===== config.mk =====
export PLATFORM = sky130hd
export DESIGN_NAME = spi_adc7476_rx
export DESIGN_NICKNAME = d
export VERILOG_FILES = /design/src/rtl/spi_adc7476_rx.sv
export SDC_FILE = /design/constraint.sdc
export NUM_CORES = 1
export LEC_CHECK = 0
export BUFFER_PORTS_ARGS = -buffer_cell sky130_fd_sc_hd__buf_2
export CORE_MARGIN = 2
export CORE_UTILIZATION = 55
export CTS_CLUSTER_DIAMETER = 30
export DETAILED_ROUTE_END_ITERATION = 6
export GPL_ROUTABILITY_DRIVEN = 0
export GPL_TIMING_DRIVEN = 0
export PLACE_DENSITY = 0.74
export SYNTH_ARGS = -nofsm -noshare
export SYNTH_HDL_FRONTEND = slang
export SYNTH_SLANG_ARGS = --single-unit

===== constraint.sdc =====
create_clock -name clk -period 2.3 [get_ports clk]
set_clock_uncertainty 0.15 [all_clocks]
set_input_delay 0 -clock clk [delete_from_list [all_inputs] [get_ports clk]]
set_output_delay 0 -clock clk [all_outputs]
set_load 0.005 [all_outputs]

===== src/rtl/spi_adc7476_rx.sv =====
// spi_adc7476_rx: SPI read master for AD7476-class 12-bit ADCs; `define ADC_LEAD_CHK_EN adds err for nonzero leading bits.
module spi_adc7476_rx #(
  parameter int CLK_DIV = 2,
  parameter int QUIET   = 4
) (
  input  logic        clk,
  input  logic        rst_n,
  input  logic        st,
  input  logic        SDAT,
  output logic        NCS,
  output logic        SCLK,
  output logic [11:0] DO,
  output logic        ok,
  output logic        busy
`ifdef ADC_LEAD_CHK_EN
  , output logic      err
`endif
);
  localparam logic [7:0] DIV_M = 8'(CLK_DIV - 1);
  localparam logic [7:0] Q_M   = 8'(QUIET - 1);
  typedef enum logic [1:0] {S_IDLE, S_SETUP, S_SHIFT, S_QUIET} state_t;
  state_t      r_state, w_state;
  logic [7:0]  r_div, w_div, r_q, w_q;
  logic [5:0]  r_tick, w_tick, w_tn;
  logic [15:0] r_sh, w_sh;
  logic [11:0] r_do, w_do;
  logic        r_ncs, w_ncs, r_sclk, w_sclk, r_ok, w_ok, r_busy, w_busy, w_tk;
`ifdef ADC_LEAD_CHK_EN
  logic        r_err, w_err;
  assign err = r_err;
`endif
  assign w_tk = (r_div == DIV_M);
  assign w_tn = r_tick + 6'd1;
  always_comb begin
    w_state = r_state;
    w_div   = r_div;
    w_q     = r_q;
    w_tick  = r_tick;
    w_sh    = r_sh;
    w_do    = r_do;
    w_ncs   = r_ncs;
    w_sclk  = r_sclk;
    w_ok    = 1'b0;
    w_busy  = r_busy;
`ifdef ADC_LEAD_CHK_EN
    w_err   = r_err;
`endif
    case (r_state)
      S_IDLE: if (st) begin
        w_state = S_SETUP;
        w_ncs   = 1'b0;
        w_busy  = 1'b1;
        w_div   = 8'd0;
        w_tick  = 6'd0;
      end
      S_SETUP: begin
        w_div = w_tk ? 8'd0 : r_div + 8'd1;
        if (w_tk) begin
          w_sclk  = 1'b0;
          w_tick  = 6'd0;
          w_state = S_SHIFT;
        end
      end
      S_SHIFT: begin
        w_div = w_tk ? 8'd0 : r_div + 8'd1;
        // Odd ticks rise and sample, even ticks fall; tick 32 closes the frame.
        if (w_tk) begin
          w_tick = w_tn;
          if (w_tn == 6'd32) begin
            w_ncs   = 1'b1;
            w_sclk  = 1'b1;
            w_do    = r_sh[11:0];
            w_ok    = 1'b1;
            w_q     = 8'd0;
            w_state = S_QUIET;
`ifdef ADC_LEAD_CHK_EN
            w_err   = |r_sh[15:12];
`endif
          end else if (w_tn[0]) begin
            w_sclk = 1'b1;
            w_sh   = {r_sh[14:0], SDAT};
          end else begin
            w_sclk = 1'b0;
          end
        end
      end
      S_QUIET: if (r_q == Q_M) begin
        w_state = S_IDLE;
        w_busy  = 1'b0;
      end else begin
        w_q = r_q + 8'd1;
      end
      default: w_state = S_IDLE;
    endcase
  end
  always_ff @(posedge clk) begin
    if (!rst_n) begin
      r_state <= S_IDLE;
      r_div   <= 8'd0;
      r_q     <= 8'd0;
      r_tick  <= 6'd0;
      r_sh    <= 16'd0;
      r_do    <= 12'd0;
      r_ncs   <= 1'b1;
      r_sclk  <= 1'b1;
      r_ok    <= 1'b0;
      r_busy  <= 1'b0;
`ifdef ADC_LEAD_CHK_EN
      r_err   <= 1'b0;
`endif
    end else begin
      r_state <= w_state;
      r_div   <= w_div;
      r_q     <= w_q;
      r_tick  <= w_tick;
      r_sh    <= w_sh;
      r_do    <= w_do;
      r_ncs   <= w_ncs;
      r_sclk  <= w_sclk;
      r_ok    <= w_ok;
      r_busy  <= w_busy;
`ifdef ADC_LEAD_CHK_EN
      r_err   <= w_err;
`endif
    end
  end
  assign NCS  = r_ncs;
  assign SCLK = r_sclk;
  assign DO   = r_do;
  assign ok   = r_ok;
  assign busy = r_busy;
endmodule


==> results.yml <==
yosys:
  synth_cell_types: 52
  avgSynthCellArea_um2: 9.23
  netlist.area_leader.share_pct: 41.6
  seq_area_frac_synth_pct: 41.6
  yosysWarnings: 0
  ys.flop_type: "dfxtp_1"
  syn_inst: 271
  ys_async_sr_fraction_pct: 0
  synth_area_leaders: "dfxtp_1 42%, mux2i_1 10%, nor2_1 4.4%, ha_1 4.0%, nor2b_1 3.5%"
  yosysMostFrequentCell: "dfxtp_1"
  synth_edf_count: 0
  netlist_area_um2: 2500
  synth.net_count: 283
  ys_ff_latch: 52
  yosys-top-cells-count: "52 x dfxtp_1, 29 x nor2_1, 26 x mux2i_1"
  yosysTopAreaCell: "dfxtp_1"
grt:
  track_usage_pct: 20.4
  grt_max_degree: 19
  grt_pass1_vias: 1819
  antenna_found_initial: 0
  grt_pass1_wl_um: 8360
  overflow: 0
finish:
  n_antenna_cell: 0
  multi_input_area_um2: 1450
  syn_to_final_growth_pct: 15.7
  layout.area.seq_um2: 1050
  layout.nets: 315
  fin_area_um2: 2890
  layout-drive-gt1-share_pct: 20.4
  n_fill_cell: 350
  final_cells: 356
placed_design:
  placed_area_um2: 2660
  portBuffers: 18
  placed_cells: 341
  hpwl_um: 3480
timing:
  fmax_mhz: 445
  period_minus_slack_ps: 2250
  holdWs_ps: 44.5
  finalMaxSlewViolations: 0
  worst_pin_slew_ps: 694
  final.setup.tns_ps: 0
  rsz0062_at_grt: "true"
  fin_crit_sh_pct: 97.7
  finalSetupViolations: 0
  slew-limit-headroom_pct: 53.3
  finalHoldViolCount: 0
die:
  die_x_um: 71.4
  ios: 20
  die_area_um2: 5100
  dieHeight_um: 71.4
  core_um2: 4350
  start_util_pct: 57.4
  rows: 24
power_and_ir_drop:
  p_int_mw: 1.46
  pwr_density_cell_nw_per_um2: 782
  switching_share_pct: 35.5
  pwr-share-comb_pct: 31.7
  p_total_mw: 2.26
  p_seq_share_pct: 44.0
  p_leak_nw: 1.08
  p_sw_mw: 0.804
  vdd_drop_max_uv: 494
  p_clk_share_pct: 24.3
drt:
  drc: 0
  avgRoutedWirePerCell_um: 14.2
  viasPerCell: 5.78
  ant_nets: 0
  routed_wl_um: 5060
  dr.pass1.iters: 7
  drt_iter0_markers: 130
  via_count: 2058
job:
  drv_cap: 0
cts:
  htreeDepth: 2
  cts_inserted_buffers: 5
  cts_sinks: 52
  clk_pin_slew_worst_paths_ps: 100
  cts-root-buf: "clkbuf_8"
  cts_tree: "built"
  insertion_delay_ps: 310
  clockBufferDepth: 2
setup_path:
  start_kind: "flop"
  crit_fanout: 5
  critPathKind: "flop to flop"
  arrival_ps: 2350
  cp_data_required_time_ps: 2400
  crit_slowest_cell: "or4b_4"
  cp-end-kind: "flop"
  slowest_delay_ps: 460
  path_cells: "ha_4, or4b_4, o41a_1, a21o_1, and3b_1, mux2i_1"
worst_hold_path:
  hold_class: "input pin to flop"
run_status:
  status: "finished, final reports clean"
[area by class of cell]
type,count,share of cell area [%]
Timing Repair Buffer,26,5.36
Buffer,9,1.73
Multi-Input combinational cell,202,50.3
Sequential cell,52,36.2
Tap cell,52,2.25
Inverter,7,0.908
Clock buffer,5,2.38
Clock inverter,3,0.908
[flip-flops by register name, summed over array words and instances (netlist names)]
| register | flops |
|---|---|
| r_tick | 6 |
| ok | 1 |
| SCLK | 1 |
| DO | 12 |
| r_sh | 12 |
| r_state | 2 |
| r_q | 8 |
| NCS | 1 |
| r_div | 8 |
| busy | 1 |
[final timing paths]
check | startpoint | end | slack [ps] | depth (start not counted)
max reg2reg | r_q[0] | r_state[1] | 50 | 6
min | rst_n | r_q[4] | 40 | 3
min reg2reg | SCLK | SCLK | 320 | 2
max | r_q[0] | r_state[1] | 50 | 6
[placed cells by master (no fill, tap or decap), drive strengths merged, types with 3 or more instances in the layout]
master  synthesis  final
and2            3      3
o221a           3      3
ha              8      8
buf             3     27
nor3            3      3
mux2            3      3
a21oi          13     13
nand3          14     14
clkbuf          7     11
o21ai          13     13
o22ai           4      4
xor2            5      5
nand3b          4      4
inv             6      8
mux2i          26     26
nand2          21     21
dfxtp          52     52
nor2b          14     14
nor2           30     30
nand2b          4      4
and3            6      6
[timing repair]
action / CTS / global route
resized for setup: 4 / 13
pin swaps: 3 / 3
hold buffers: 2 / 0
endpoints found under the hold margin: 3 / 0
setup buffers: 2 / 4
setup endpoints to repair: 29 / 31
[critical path, delay by kind of cell, from the launching register on]
kind | cells | cell delay (ps)
muxes | 1 | 180
adders and majority gates | 1 | 170
and+or+nand+nor | 2 | 710
DFF | 1 | 390
AOI/OAI and AO/OA | 2 | 590
[per-layer routing]
layer	track usage, %	vias to the layer above	routed length, um
met5	0	-	0
met4	7.55	0	84
met3	4.22	10	194
met2	32.8	49	2400
met1	27.0	972	2380
li1	-	1027	-
[per-stage QoR]
step | worst slack [ps] | util, %
after CTS | 6.98 | 64.5
after global routing | -16.0 | 66.4
after global placement | -130 | 61.0
final | 53.2 | 66.4
after floorplan | 179 | -
after detailed placement | -163 | 61.0
[power groups by stage]
stage,Clock (mW),Sequential (mW),Combinational [mW]
floorplan,0,1.00,0.489
global placement,0,1.01,0.630
detailed placement,0,1.01,0.634
CTS,0.561,0.992,0.645
global route,0.597,1.00,0.800
finish,0.551,0.995,0.718
[cell families (layout without fill, tap and decap cells)]
logic type	Yosys count	count (layout)	synth area share, %
simple gates	114	114	24.4
buf+inv	17	50	3.20
fa+ha+maj	8	8	4.00
xor+xnor	6	6	2.10
flops	52	52	41.6
mux	29	29	11.9
compound gates	45	45	12.8
Note: power is estimated with default switching activity, not from simulation.
